--- config.mk ---
export PLATFORM = sky130hd
export DESIGN_NAME = tilemap_pixel_shifter_flat
export DESIGN_NICKNAME = d
export VERILOG_FILES = /design/src/rtl/tilemap_pixel_shifter_pkg.sv /design/src/rtl/tilemap_pixel_shifter_if.sv /design/src/rtl/tilemap_pixel_shifter_tile_line_shifter.sv /design/src/rtl/tilemap_pixel_shifter.sv /design/src/flat_wrapper.sv
export SDC_FILE = /design/constraint.sdc
export NUM_CORES = 1
export LEC_CHECK = 0
export ABC_AREA = 1
export ABC_CLOCK_PERIOD_IN_PS = 11430
export BUFFER_PORTS_ARGS = -buffer_cell sky130_fd_sc_hd__buf_2
export CAP_MARGIN = 0
export CELL_PAD_IN_SITES_DETAIL_PLACEMENT = 0
export CELL_PAD_IN_SITES_GLOBAL_PLACEMENT = 1
export CORE_UTILIZATION = 40
export CTS_CLUSTER_DIAMETER = 40
export DETAILED_ROUTE_END_ITERATION = 6
export GPL_ROUTABILITY_DRIVEN = 0
export PLACE_DENSITY_LB_ADDON = 0.12
export SLEW_MARGIN = 15
export SYNTH_ARGS = -nofsm -noshare
export SYNTH_HDL_FRONTEND = slang
export SYNTH_SLANG_ARGS = --single-unit
--- constraint.sdc ---
create_clock -name i_EMU_MCLK -period 11.43 [get_ports i_EMU_MCLK]
set_input_delay 0.5715 -clock i_EMU_MCLK [delete_from_list [all_inputs] [get_ports i_EMU_MCLK]]
set_output_delay 0.5715 -clock i_EMU_MCLK [all_outputs]
set_load 0.05 [all_outputs]
--- src/rtl/tilemap_pixel_shifter_pkg.sv ---
// Shared constants and payload types for the tilemap pixel shifter.
// Attribute bit positions, pixel/tile geometry and the captured tile-line record.
package tilemap_pkg;

  localparam int unsigned ATTR_XFLIP   = 7;
  localparam int unsigned ATTR_PRIO    = 6;
  localparam int unsigned ATTR_PAL_MSB = 5;

  localparam int unsigned PIX_W    = 4;
  localparam int unsigned TILE_PIX = 8;
  localparam int unsigned LINE_W   = PIX_W * TILE_PIX;
  localparam int unsigned ATTR_W   = 8;

  // One character line plus its tile attribute, as captured from the fetch bus.
  typedef struct packed {
    logic [LINE_W-1:0] data;
    logic [ATTR_W-1:0] attr;
  } tile_line_t;

endpackage

--- src/rtl/tilemap_pixel_shifter_if.sv ---
// Fetch/shift bus between the tilemap generator and the pixel shifter.
// master = generator side, slave = shifter side.
interface tilemap_pixel_shifter_if #(
  parameter int unsigned PAL_BITS = 6
);
  import tilemap_pkg::*;

  logic                      i_EMU_CLK6MPCEN_n;
  logic                      i_HFLIP;
  logic                      i_BLANK_n;
  logic                      i_SHIFTA1;
  logic                      i_SHIFTA2;
  logic                      i_SHIFTB;
  logic [LINE_W-1:0]         i_CHARDATA;
  logic [ATTR_W-1:0]         i_TILEATTR;
  logic [PAL_BITS+PIX_W-1:0] o_COLOR;
  logic                      o_LAYER;
  logic                      o_OPAQUE;

  modport master (
    output i_EMU_CLK6MPCEN_n, i_HFLIP, i_BLANK_n,
    output i_SHIFTA1, i_SHIFTA2, i_SHIFTB, i_CHARDATA, i_TILEATTR,
    input  o_COLOR, o_LAYER, o_OPAQUE
  );

  modport slave (
    input  i_EMU_CLK6MPCEN_n, i_HFLIP, i_BLANK_n,
    input  i_SHIFTA1, i_SHIFTA2, i_SHIFTB, i_CHARDATA, i_TILEATTR,
    output o_COLOR, o_LAYER, o_OPAQUE
  );

endinterface

--- src/rtl/tilemap_pixel_shifter_tile_line_shifter.sv ---
// One layer's 8-pixel line shifter: loads a tile line, then emits one 4-bit pixel per ce.
// Shift direction is frozen at load so a mid-tile HFLIP change waits for the next tile.
module tile_line_shifter
  import tilemap_pkg::*;
(
  input  logic              clk,
  input  logic              rst,
  input  logic              ce,
  input  logic              load,
  input  logic              hflip,
  input  tile_line_t        load_line,
  output logic [PIX_W-1:0]  head_c,
  output logic [ATTR_W-1:0] attr
);

  logic [LINE_W-1:0] data;
  logic              dir;

  // Load replaces the shift; zero fill makes an unreloaded line go transparent.
  always_ff @(posedge clk or posedge rst) begin
    if (rst) begin
      data <= '0;
      attr <= '0;
      dir  <= 1'b0;
    end else if (ce) begin
      if (load) begin
        data <= load_line.data;
        attr <= load_line.attr;
        dir  <= load_line.attr[ATTR_XFLIP] ^ hflip;
      end else if (dir) begin
        data <= data >> PIX_W;
      end else begin
        data <= data << PIX_W;
      end
    end
  end

  assign head_c = dir ? data[PIX_W-1:0] : data[LINE_W-1 -: PIX_W];

endmodule

--- src/rtl/tilemap_pixel_shifter.sv ---
// Tilemap A/B pixel serialiser with A staging register and A/B priority mux.
// Produces a registered {palette, pixel} colour index per 6 MHz pixel enable.
module tilemap_pixel_shifter
  import tilemap_pkg::*;
#(
  parameter int unsigned PAL_BITS = 6
) (
  input  logic                    i_EMU_MCLK,
  input  logic                    i_RST,
  tilemap_pixel_shifter_if.slave  bus
);

  localparam int unsigned COLOR_W = PAL_BITS + PIX_W;

  logic              ce;
  tile_line_t        bus_line;
  tile_line_t        stag_a;
  logic [PIX_W-1:0]  head_a;
  logic [PIX_W-1:0]  head_b;
  logic [ATTR_W-1:0] attr_a;
  logic [ATTR_W-1:0] attr_b;
  logic              op_a;
  logic              op_b;
  logic [COLOR_W-1:0] color_d;
  logic               layer_d;
  logic               opaque_d;

  assign ce       = ~bus.i_EMU_CLK6MPCEN_n;
  assign bus_line = '{data: bus.i_CHARDATA, attr: bus.i_TILEATTR};

  // A staging: the A shifter reads the pre-edge value, so A1+A2 together pass the old tile on.
  always_ff @(posedge i_EMU_MCLK or posedge i_RST) begin
    if (i_RST) begin
      stag_a <= '0;
    end else if (ce && !bus.i_SHIFTA1) begin
      stag_a <= bus_line;
    end
  end

  tile_line_shifter u_shift_a (
    .clk       (i_EMU_MCLK),
    .rst       (i_RST),
    .ce        (ce),
    .load      (~bus.i_SHIFTA2),
    .hflip     (bus.i_HFLIP),
    .load_line (stag_a),
    .head_c    (head_a),
    .attr      (attr_a)
  );

  tile_line_shifter u_shift_b (
    .clk       (i_EMU_MCLK),
    .rst       (i_RST),
    .ce        (ce),
    .load      (~bus.i_SHIFTB),
    .hflip     (bus.i_HFLIP),
    .load_line (bus_line),
    .head_c    (head_b),
    .attr      (attr_b)
  );

  assign op_a = |head_a;
  assign op_b = |head_b;

  // B takes the pixel when opaque and either A is clear or B carries priority.
  always_comb begin
    color_d  = '0;
    layer_d  = 1'b0;
    opaque_d = 1'b0;
    if (bus.i_BLANK_n) begin
      if (op_b && (!op_a || attr_b[ATTR_PRIO])) begin
        color_d  = {PAL_BITS'(attr_b[ATTR_PAL_MSB:0]), head_b};
        layer_d  = 1'b1;
        opaque_d = 1'b1;
      end else if (op_a) begin
        color_d  = {PAL_BITS'(attr_a[ATTR_PAL_MSB:0]), head_a};
        layer_d  = 1'b0;
        opaque_d = 1'b1;
      end
    end
  end

  always_ff @(posedge i_EMU_MCLK or posedge i_RST) begin
    if (i_RST) begin
      bus.o_COLOR  <= '0;
      bus.o_LAYER  <= 1'b0;
      bus.o_OPAQUE <= 1'b0;
    end else if (ce) begin
      bus.o_COLOR  <= color_d;
      bus.o_LAYER  <= layer_d;
      bus.o_OPAQUE <= opaque_d;
    end
  end

endmodule

--- src/flat_wrapper.sv ---
// flat-port wrapper written by rule: the top's interface ports become plain ports
module tilemap_pixel_shifter_flat import tilemap_pkg::*;
#(
  parameter int unsigned PAL_BITS = 6
)
  (i_EMU_MCLK, i_RST, bus_i_EMU_CLK6MPCEN_n, bus_i_HFLIP, bus_i_BLANK_n, bus_i_SHIFTA1, bus_i_SHIFTA2, bus_i_SHIFTB, bus_i_CHARDATA, bus_i_TILEATTR, bus_o_COLOR, bus_o_LAYER, bus_o_OPAQUE);
  tilemap_pixel_shifter_if #(.PAL_BITS(PAL_BITS)) bus_i ();
  input  logic i_EMU_MCLK;
  input  logic i_RST;
  input wire logic [$bits(bus_i.i_EMU_CLK6MPCEN_n)-1:0] bus_i_EMU_CLK6MPCEN_n;
  input wire logic [$bits(bus_i.i_HFLIP)-1:0] bus_i_HFLIP;
  input wire logic [$bits(bus_i.i_BLANK_n)-1:0] bus_i_BLANK_n;
  input wire logic [$bits(bus_i.i_SHIFTA1)-1:0] bus_i_SHIFTA1;
  input wire logic [$bits(bus_i.i_SHIFTA2)-1:0] bus_i_SHIFTA2;
  input wire logic [$bits(bus_i.i_SHIFTB)-1:0] bus_i_SHIFTB;
  input wire logic [$bits(bus_i.i_CHARDATA)-1:0] bus_i_CHARDATA;
  input wire logic [$bits(bus_i.i_TILEATTR)-1:0] bus_i_TILEATTR;
  output wire logic [$bits(bus_i.o_COLOR)-1:0] bus_o_COLOR;
  output wire logic [$bits(bus_i.o_LAYER)-1:0] bus_o_LAYER;
  output wire logic [$bits(bus_i.o_OPAQUE)-1:0] bus_o_OPAQUE;
  assign bus_i.i_EMU_CLK6MPCEN_n = bus_i_EMU_CLK6MPCEN_n;
  assign bus_i.i_HFLIP = bus_i_HFLIP;
  assign bus_i.i_BLANK_n = bus_i_BLANK_n;
  assign bus_i.i_SHIFTA1 = bus_i_SHIFTA1;
  assign bus_i.i_SHIFTA2 = bus_i_SHIFTA2;
  assign bus_i.i_SHIFTB = bus_i_SHIFTB;
  assign bus_i.i_CHARDATA = bus_i_CHARDATA;
  assign bus_i.i_TILEATTR = bus_i_TILEATTR;
  assign bus_o_COLOR = bus_i.o_COLOR;
  assign bus_o_LAYER = bus_i.o_LAYER;
  assign bus_o_OPAQUE = bus_i.o_OPAQUE;
  tilemap_pixel_shifter #(.PAL_BITS(PAL_BITS)) u_core (.i_EMU_MCLK(i_EMU_MCLK), .i_RST(i_RST), .bus(bus_i));
endmodule
==> results of run 1 <==
-- per-layer routing --
metal  part of all wire [%]  vias up
met5                      0        -
met4                    1.6        0
met3                    5.4       26
met2                     45      129
met1                     48     2518
li1                       -     2351
-- power groups by stage --
stage | Clock [mW] | Sequential [mW] | Combinational [mW]
floorplan | 0 | 0.614 | 0.165
global placement | 0 | 0.598 | 0.256
detailed placement | 0 | 0.599 | 0.259
CTS | 0.576 | 0.592 | 0.260
global route | 0.600 | 0.601 | 0.289
finish | 0.569 | 0.592 | 0.258
-- area by class of cell --
class                   count  area, um2
fillers                  1460       7570
flip-flops and latches    130       3250
multi-input cells         450       2280
clock buffers              20        467
repair buffers             63        325
well taps                 184        230
inverters                  51        194
clock inverters            12        155
-- synthesized netlist by cell type --
cell / count
nand2_1: 202
dfrtp_1: 130
nand3_1: 49
inv_1: 45
o21ai_0: 38
nor2_1: 28
a22oi_1: 26
a21oi_1: 24
a31oi_1: 21
clkbuf_1: 19
o221ai_1: 16
buf_2: 13
mux2_2: 13
buf_1: 8
o2111ai_1: 8
nand2_2: 7
buf_4: 4
inv_2: 4
nor2_2: 4
o21ai_1: 3
a32oi_1: 2
clkinv_1: 2
nand3b_1: 2
o211ai_1: 2
xnor2_1: 2
a221oi_1: 1
buf_6: 1
o311ai_0: 1
or2_2: 1
-- how the worst max path moves through the flow --
stage	to	slack (ns)	from
floorplan	u_core.bus.o_COLOR[0]	7.39	i_RST
global placement	u_core.u_shift_a.data[12]	8.22	bus_i_EMU_CLK6MPCEN_n
detailed placement	u_core.u_shift_a.data[9]	8.22	bus_i_EMU_CLK6MPCEN_n
CTS	u_core.u_shift_a.data[23]	8.65	bus_i_EMU_CLK6MPCEN_n
global route	u_core.u_shift_a.data[24]	8.40	bus_i_EMU_CLK6MPCEN_n
finish	u_core.u_shift_a.data[23]	8.62	bus_i_EMU_CLK6MPCEN_n
-- per-stage QoR --
stage	setup WS [ns]	hold slack (ns)	utilization, %	power, mW
6_report	8.62	0.339	47.7	1.42
5_1_grt	8.40	0.370	47.7	1.49
4_1_cts	8.65	0.356	47.7	1.43
3_5_place_dp	8.22	0.463	43.4	0.857
3_3_place_gp	8.22	0.455	43.4	0.854
2_1_floorplan	7.39	0.442	-	0.779
-- kinds of logic after synthesis --
logic type / count (synthesis) / share of synthesized area (%)
xor gates and xnor gates: 2 / 0.296
DFF: 130 / 54.9
buffers and inverters: 96 / 6.73
muxes: 13 / 2.47
AOI/OAI and AO/OA: 142 / 15.4
and+or+nand+nor: 293 / 20.2
-- state kept, by name (all words and copies together), names as in the netlist --
| name | flops |
|---|---|
| u_core.u_shift_a.dir | 1 |
| u_core.bus.o_OPAQUE | 1 |
| u_core.u_shift_b.attr | 7 |
| u_core.stag_a | 39 |
| u_core.bus.o_LAYER | 1 |
| u_core.bus.o_COLOR | 10 |
| u_core.u_shift_b.data | 32 |
| u_core.u_shift_a.attr | 6 |
| u_core.u_shift_a.data | 32 |
| u_core.u_shift_b.dir | 1 |
-- critical path: cells and delay by family --
| kind | cells | cell delay, ns |
|---|---|---|
| and+or+nand+nor | 1 | 0.59 |
| buffers and inverters | 2 | 1.34 |
| AOI/OAI and AO/OA | 1 | 0.57 |
==> impl_metrics.tcl, run 1 <==
set metrics [dict create \
    status "completed" \
    grt_pass1_vias 4871 \
    met1_usage_pct 35.7 \
    slowest_delay_ns 1.05 \
    fin_setup_tns_ns 0 \
    cts_tree "yes" \
    tightest_slew_ns 1.15 \
    drcViolationCount 0 \
    cap_viol_max_count 0 \
    power_frac_seq_pct 41.7 \
    row_count 44 \
    r2r-start "u_core.u_shift_b.dir" \
    grt_util_met2_pct 33.4 \
    layout.cells.non_filler 910 \
    ff2ff_setup_slack_ns 9.38 \
    diodes 0 \
    critPathSlowestCell "clkinv_1" \
    yosysTopAreaCell "dfrtp_1" \
    dp_cells 878 \
    crit_type "input pin to register" \
    reg2reg_depth 8 \
    hold_viol 0 \
    yosysTopAreaCellShare_pct 54.9 \
    synth_cells 676 \
    wl_per_cell_um 18.3 \
    avgSynthCellArea_um2 8.77 \
    core-area_um2 14500 \
    arrival_ns 3.10 \
    power_frac_comb_pct 18.2 \
    track_usage_pct 23.7 \
    cts.sinks 130 \
    crit_fanout 34 \
    clk_path_buf_depth 2 \
    layout_commonest_cell "nand2_1" \
    layout.nets 761 \
    cts_resized 0 \
    grt-busiest-layer "met1" \
    switchingPower_mw 0.442 \
    relSlewSlack_pct 23.4 \
    vdd_drop_max_v 0.0000807 \
    hpwl_um 11100 \
    powerDensity_nw_per_um2 205 \
    setup_viol 0 \
    ios 60 \
    worst_setup_path_start_kind "input pin" \
    avgViaCountPerCell 5.52 \
    grt_max_degree 70 \
    drt_iter0_drc 501 \
    cp_cell_sequence "buf_2 > nor2_2 > clkinv_1 > o2111ai_1" \
    path_clk_slew_ns 0.06 \
    drive_above_1_share_pct 17.4 \
    endpoint_kind "register" \
    period_needed_ns 2.81 \
    io_buffers 59 \
    cts_hold_buf 0 \
    maxSlewViolCount 0 \
    cts_made_buffers 17 \
    ys_seq_elements 130 \
    worst_clock_skew_ns 0.00535 \
    ys_top_cells_by_area "dfrtp_1, nand2_1, nand3_1" \
    die_w_um 124 \
    yosys_warnings 0 \
    vias 5024 \
    clk_latency_ns 0.42 \
    syn_nets 724 \
    critical_path_required_ns 11.73 \
    seq_area_frac_synth_pct 54.9 \
    clock.fmax_mhz 356 \
    p_sw_share_pct 31.2 \
    met3_usage_pct 5.45 \
    grt_setup_unrepaired "false" \
    dieArea_um2 15300 \
    intPower_mw 0.977 \
    post-route-period-util_pct 24.5 \
    drt_first_pass_iters 5 \
    clockRootBuffer "clkbuf_16" \
    ant_nets 0 \
    die_h_um 124 \
    wirelength_um 16700 \
    synth_cell_types 29 \
    h-tree-depth 4 \
    power_frac_clock_pct 40.1 \
    p_leak_nw 3.21 \
    hold_path.class "input pin to async pin" \
    cts_setup_buffers 0 \
    grt_pass1_wl_um 26700 \
    antenna_found_initial 0 \
    syn_area_um2 5930 \
    fin_area_um2 6910 \
    timing.rr.end "u_core.bus.o_COLOR[1]" \
    start_util_pct 40.9 \
    grt_overflow 0 \
    final_cell_mix "nand2_1, dfrtp_1, buf_2" \
    syn_to_final_growth_pct 16.5 \
    dpl_cell_area_um2 6280 \
]
Power figures use the tool's default switching activity.
==> inputs of run 2 (changes only) <==
- ABC_AREA: 1 -> 0
- ABC_CLOCK_PERIOD_IN_PS: 11430 -> 2900
- clock period: 11.43 -> 2.9 ns (I/O delays scaled with it)
==> run 2 against run 1 <==
Effect of this change: cell count rose by 0.22%; sequential share of layout area fell by 4.6 points; critical path type is now register to register; highest routed layer unchanged; combinational power rose to 4.4 times the previous value; setup slack lost 7.7 ns; synthesized cell count is 9.2% lower; worst hold slack got worse by 0.32 ns; clock power rose to 3.7 times the previous value; utilization grew 2.5 points; count of clock-buffer cells in the layout rose by 5.
==> impl_metrics.tcl, run 2 <==
set metrics [dict create \
    status "completed" \
    syn_to_final_growth_pct 22.3 \
    ios 60 \
    drive_above_1_share_pct 20.5 \
    cts_tree "yes" \
    layout_commonest_cell "dfrtp_1" \
    drcViolationCount 0 \
    antenna_found_initial 0 \
    h-tree-depth 4 \
    clockRootBuffer "clkbuf_16" \
    wl_per_cell_um 17.8 \
    synth_cells 614 \
    min-delay-start "bus_i_CHARDATA[10]" \
    path_clk_slew_ns 0.05 \
    yosysTopAreaCell "dfrtp_1" \
    start_util_pct 41.1 \
    reg.largest.list "u_core.stag_a: 39 flops, u_core.u_shift_a.data: 32 flops, u_core.u_shift_b.data: 32 flops" \
    post-route-period-util_pct 69.5 \
    hpwl_um 11000 \
    dp_cells 847 \
    clk_path_buf_depth 2 \
    grt_pass1_wl_um 26500 \
    arrival_ns 2.31 \
    grt_setup_unrepaired "false" \
    synthArstFlopShare_pct 100 \
    worst_clock_skew_ns 0.00789 \
    reg2reg_depth 4 \
    layout.nets 738 \
    largest_reg_flops 39 \
    ff2ff_setup_slack_ns 0.88 \
    setup_viol 0 \
    synth-simple-area-share_pct 12.5 \
    hold_path.class "input pin to register" \
    maxSlewViolCount 0 \
    endpoint_kind "register" \
    drt_first_pass_iters 5 \
    syn_nets 662 \
    synth-adder-area-share_pct 0 \
    r2r-start "u_core.u_shift_b.dir" \
    cts_made_buffers 17 \
    fillers 1415 \
    worst_setup_path_start_kind "register" \
    cap_viol_max_count 0 \
    ys_seq_elements 130 \
    grt_overflow 0 \
    vdd_drop_max_v 0.000427 \
    yosys_warnings 0 \
    avgViaCountPerCell 5.13 \
    synth_xor_xnor_area_share_pct 0.279 \
    track_usage_pct 21.9 \
    dieArea_um2 16200 \
    ant_nets 0 \
    p_total_mw 5.68 \
    die_h_um 127 \
    min_to "u_core.stag_a[18]" \
    grt_pass1_vias 4711 \
    drt_iter0_drc 285 \
    io_buffers 59 \
    yosysTopAreaCellShare_pct 51.9 \
    cts_setup_buffers 0 \
    core-area_um2 15300 \
    seq_area_frac_synth_pct 51.9 \
    hold_path_depth 2 \
    critical_path_required_ns 3.19 \
    final_cell_mix "dfrtp_1, nand2_1, o21ai_1" \
    synth_edf_count 0 \
    powerDensity_nw_per_um2 741 \
    layout.cells.non_filler 912 \
    die_w_um 127 \
    clock.fmax_mhz 496 \
    p_leak_nw 3.49 \
    synth_mux_area_share_pct 18.8 \
    diodes 0 \
    wirelength_um 16200 \
    largest-register "u_core.stag_a" \
    hold_viol 0 \
    cts.sinks 130 \
    fin_setup_tns_ns 0 \
    ys_top_cells_by_area "dfrtp_1, mux2i_1, nand2_1" \
    tightest_slew_ns 0.832 \
    period_needed_ns 2.02 \
    avgSynthCellArea_um2 10.2 \
    clk_latency_ns 0.42 \
    crit_fanout 22 \
    grt_max_degree 76 \
    syn_area_um2 6270 \
    vias 4681 \
    timing.rr.end "u_core.bus.o_COLOR[5]" \
    yosysMostFrequentCell "dfrtp_1" \
    synth_compound_area_share_pct 13.1 \
    relSlewSlack_pct 44.4 \
    synth_top_family_by_area "multiplexers" \
    synth_flop_cell "dfrtp_1" \
    row_count 45 \
    ys_top_cells_by_count "dfrtp_1, nand2_1, o21ai_1, mux2i_1, mux2_2" \
    crit_type "register to register" \
    synth_cell_types 32 \
]
==> run 2: changes by cell type after synthesis, sizes merged, moves of 8 or more <==
cell and change:
mux2 +39, nand3 -49, nand2 -86, nor2b +18
a22oi -26, o221ai -16, inv -48, nor2 -23
o2111ai -8, a31oi -13, mux2i +59, a21oi -19
o21ai +77
==> run 2: stage by stage <==
step	area (um2)	setup slack, ns	utilization [%]	hold WS, ns
2_1_floorplan	6270	1.15	-	0.280
3_3_place_gp	6730	0.943	44.1	0.363
3_5_place_dp	6730	0.902	44.1	0.350
4_1_cts	7650	0.868	50.2	0.00459
5_1_grt	7660	0.735	50.2	0.00544
6_report	7660	0.884	50.2	0.0156
==> run 2: per-layer routing <==
layer  track usage (%)  routed length, um
met1              31.3               8080
met2              33.5               7360
met3              5.11                642
met4              5.60                125
met5                 0                  0
==> run 2: cells by family (layout without fill, tap and decap cells) <==
logic type | after synthesis | count (layout)
XOR/XNOR | 2 | 2
AND/OR/NAND/NOR | 174 | 174
flip-flops | 130 | 130
AO/OA/AOI/OAI | 148 | 148
buffers and inverters | 49 | 136
multiplexers | 111 | 111
==> run 2: power breakdown <==
group / switching (mW) / internal [mW]
Clock: 0.756 / 1.37
Sequential: 0.297 / 2.12
Combinational: 0.641 / 0.502
==> run 2: what timing repair did <==
item                                   in CTS  in global routing
gates resized for setup                     0                  0
hold buffers                               34                  1
endpoints found under the hold margin      72                  1
==> run 2: worst max-delay path, cell delays in order, from the launching register on <==
cell     delay, ns
dfrtp_2       0.68
o41ai_2       0.17
o21a_1        0.26
or2_1         0.41
a311o_1       0.36
==> run 2: cell type report <==
| class | instances | area, um2 | area share (%) |
|---|---|---|---|
| multi-input combinational | 435 | 2800 | 36.5 |
| clock buffer | 25 | 505 | 6.59 |
| sequential | 130 | 3260 | 42.5 |
| inverter | 1 | 7.51 | 0.0979 |
| tap | 211 | 264 | 3.44 |
| timing repair buffer | 105 | 756 | 9.86 |
| clock inverter | 5 | 75.1 | 0.979 |
==> run 2: worst max-delay path by stage <==
stage	start	end	depth (start not counted)
CTS	u_core.u_shift_b.dir	u_core.bus.o_COLOR[6]	4
floorplan	i_RST	u_core.bus.o_COLOR[0]	1
detailed placement	u_core.u_shift_b.dir	u_core.bus.o_COLOR[6]	4
global route	u_core.u_shift_b.dir	u_core.bus.o_COLOR[4]	4
global placement	u_core.u_shift_b.dir	u_core.bus.o_COLOR[9]	4
finish	u_core.u_shift_b.dir	u_core.bus.o_COLOR[5]	4
==> inputs of run 3 (changes only) <==
- ABC_CLOCK_PERIOD_IN_PS: 2900 -> 1700
- clock period: 2.9 -> 1.7 ns (I/O delays scaled with it)
==> run 3 against run 2 <==
Effect of this change: combinational power increased by 95%; utilization increased by 1.8 points; via count increased by 1.7%; cell count increased by 3.4%; global-route usage increased by 0.40 points; clock power increased by 54%.
==> impl_metrics.tcl, run 3 (synthesis gave the netlist of run 2 again) <==
set metrics [dict create \
    r2r-start "u_core.u_shift_a.data[0]" \
    fin_area_um2 7950 \
    grt_pass1_wl_um 26800 \
    maxSlewViolCount 0 \
    startpoint "u_core.u_shift_a.data[0]" \
    reg.largest.list "u_core.stag_a: 39 flops, u_core.u_shift_a.data: 32 flops, u_core.u_shift_b.data: 32 flops" \
    multiInputGateArea_um2 2810 \
    cts_tree "yes" \
    die_h_um 127 \
    period_needed_ns 1.64 \
    grt_setup_unrepaired "false" \
    seq_area_um2 3260 \
    worst_clock_skew_ns 0.00844 \
    crit_type "register to register" \
    relSlewSlack_pct 63.5 \
    syn_to_final_growth_pct 26.8 \
    endpoint_kind "register" \
    grt_pass1_vias 4849 \
    drive_above_1_share_pct 23.2 \
    dp_cells 872 \
    cap_viol_max_count 0 \
    drt_iter0_drc 313 \
    fin_setup_tns_ns 0 \
    track_usage_pct 22.3 \
    layout.nets 770 \
    hold_path.class "input pin to register" \
    drcViolationCount 0 \
    diodes 0 \
    whs_ns 0.0380 \
    antenna_found_initial 0 \
    path_clk_slew_ns 0.05 \
    row_count 45 \
    clock.fmax_mhz 610 \
    setup_viol 0 \
    fillers 1408 \
    utilization_pct 52.1 \
    p_total_mw 9.54 \
    largest_reg_flops 39 \
    layout.cells.non_filler 943 \
    tightest_slew_ns 0.546 \
    ant_nets 0 \
    die_w_um 127 \
    wl_per_cell_um 17.5 \
    crit_family "simple AND/OR/NAND/NOR gates" \
    layout_setup_ws_ns 0.0601 \
    wirelength_um 16500 \
    layout_commonest_cell "dfrtp_1" \
    final_cell_mix "dfrtp_1, nand2_1, o21ai_1" \
    min-delay-start "bus_i_BLANK_n" \
    status "completed" \
    clk_path_buf_depth 2 \
    cts.sinks 130 \
    post-route-period-util_pct 96.5 \
    avgViaCountPerCell 5.05 \
    critPathSlowestCell "dfrtp_1" \
    clockRootBuffer "clkbuf_16" \
    hold_viol 0 \
    grt_max_degree 129 \
    cts_made_buffers 17 \
    clk_latency_ns 0.42 \
    io_buffers 59 \
    dpl_cell_area_um2 7000 \
    worst_setup_path_start_kind "register" \
    arrival_ns 1.93 \
    critical_path_required_ns 1.99 \
    grt_overflow 0 \
    start_util_pct 41.1 \
    place_ws_ns -0.0123 \
    crit_fanout 6 \
    largest-register "u_core.stag_a" \
    drt_first_pass_iters 7 \
    hpwl_um 11800 \
    powerDensity_nw_per_um2 1200 \
    slowest_delay_ns 0.41 \
    h-tree-depth 4 \
    ios 60 \
    cp_num_buf_inv 0 \
    cp_cell_sequence "nor4_4 > mux2i_1 > and2_1 > a311o_1" \
    p_leak_nw 3.64 \
    dieArea_um2 16200 \
    vdd_drop_max_v 0.000789 \
    core-area_um2 15300 \
    vias 4762 \
]
==> run 3: cell count changes in the layout (fill, tap and decap cells not counted), moves of 2 or more <==
cell           delta
clkbuf_8          -4
buf_12            +6
buf_4            +18
buf_6             +2
clkinv_2          +2
dlygate4sd3_1     +6
==> run 3: power breakdown <==
| group | switching [mW] | internal [mW] |
|---|---|---|
| Combinational | 1.21 | 1.01 |
| Clock | 1.26 | 2.01 |
| Sequential | 0.442 | 3.61 |
| Total | 2.91 | 6.63 |
==> run 3: repair_timing <==
item / in CTS / in global routing
endpoints found under the setup margin: 6 / 5
resized for setup: 1 / 3
pin swaps: 0 / 6
buffers inserted: 0 / 1
hold buffers: 41 / 0
hold endpoints to repair: 84 / 0
==> run 3: routing by layer <==
metal,vias to the layer above,part of all wire (%),track usage [%]
met5,-,0,0
met4,0,1.0,6.65
met3,13,3.0,4.65
met2,94,46,34.5
met1,2304,50,31.6
li1,2351,-,-
==> run 3: path summary, 6_finish.rpt <==
check | end | slack, ns | cells after the start
max in group asynchronous | u_core.u_shift_b.dir | 0.83 | 4
max | u_core.bus.o_COLOR[8] | 0.06 | 4
min | u_core.bus.o_OPAQUE | 0.04 | 3
min in group asynchronous | u_core.u_shift_a.data[8] | 0.26 | 3
max reg2reg | u_core.bus.o_COLOR[8] | 0.06 | 4
min reg2reg | u_core.stag_a[2] | 0.49 | 1
==> run 3: final cells by class <==
cell class	instances	share of cell area, %
multi-input combinational	435	35.3
timing repair buffer	137	13.8
tap	211	3.32
inverter	1	0.0945
clock buffer	22	5.72
clock inverter	7	0.787
sequential	130	41.0
==> run 3: worst register-to-register path, stage by stage, from the launching register on <==
cell and delay, ns:
dfrtp_1 0.41, nor4_4 0.31, mux2i_1 0.15, and2_1 0.26
a311o_1 0.40
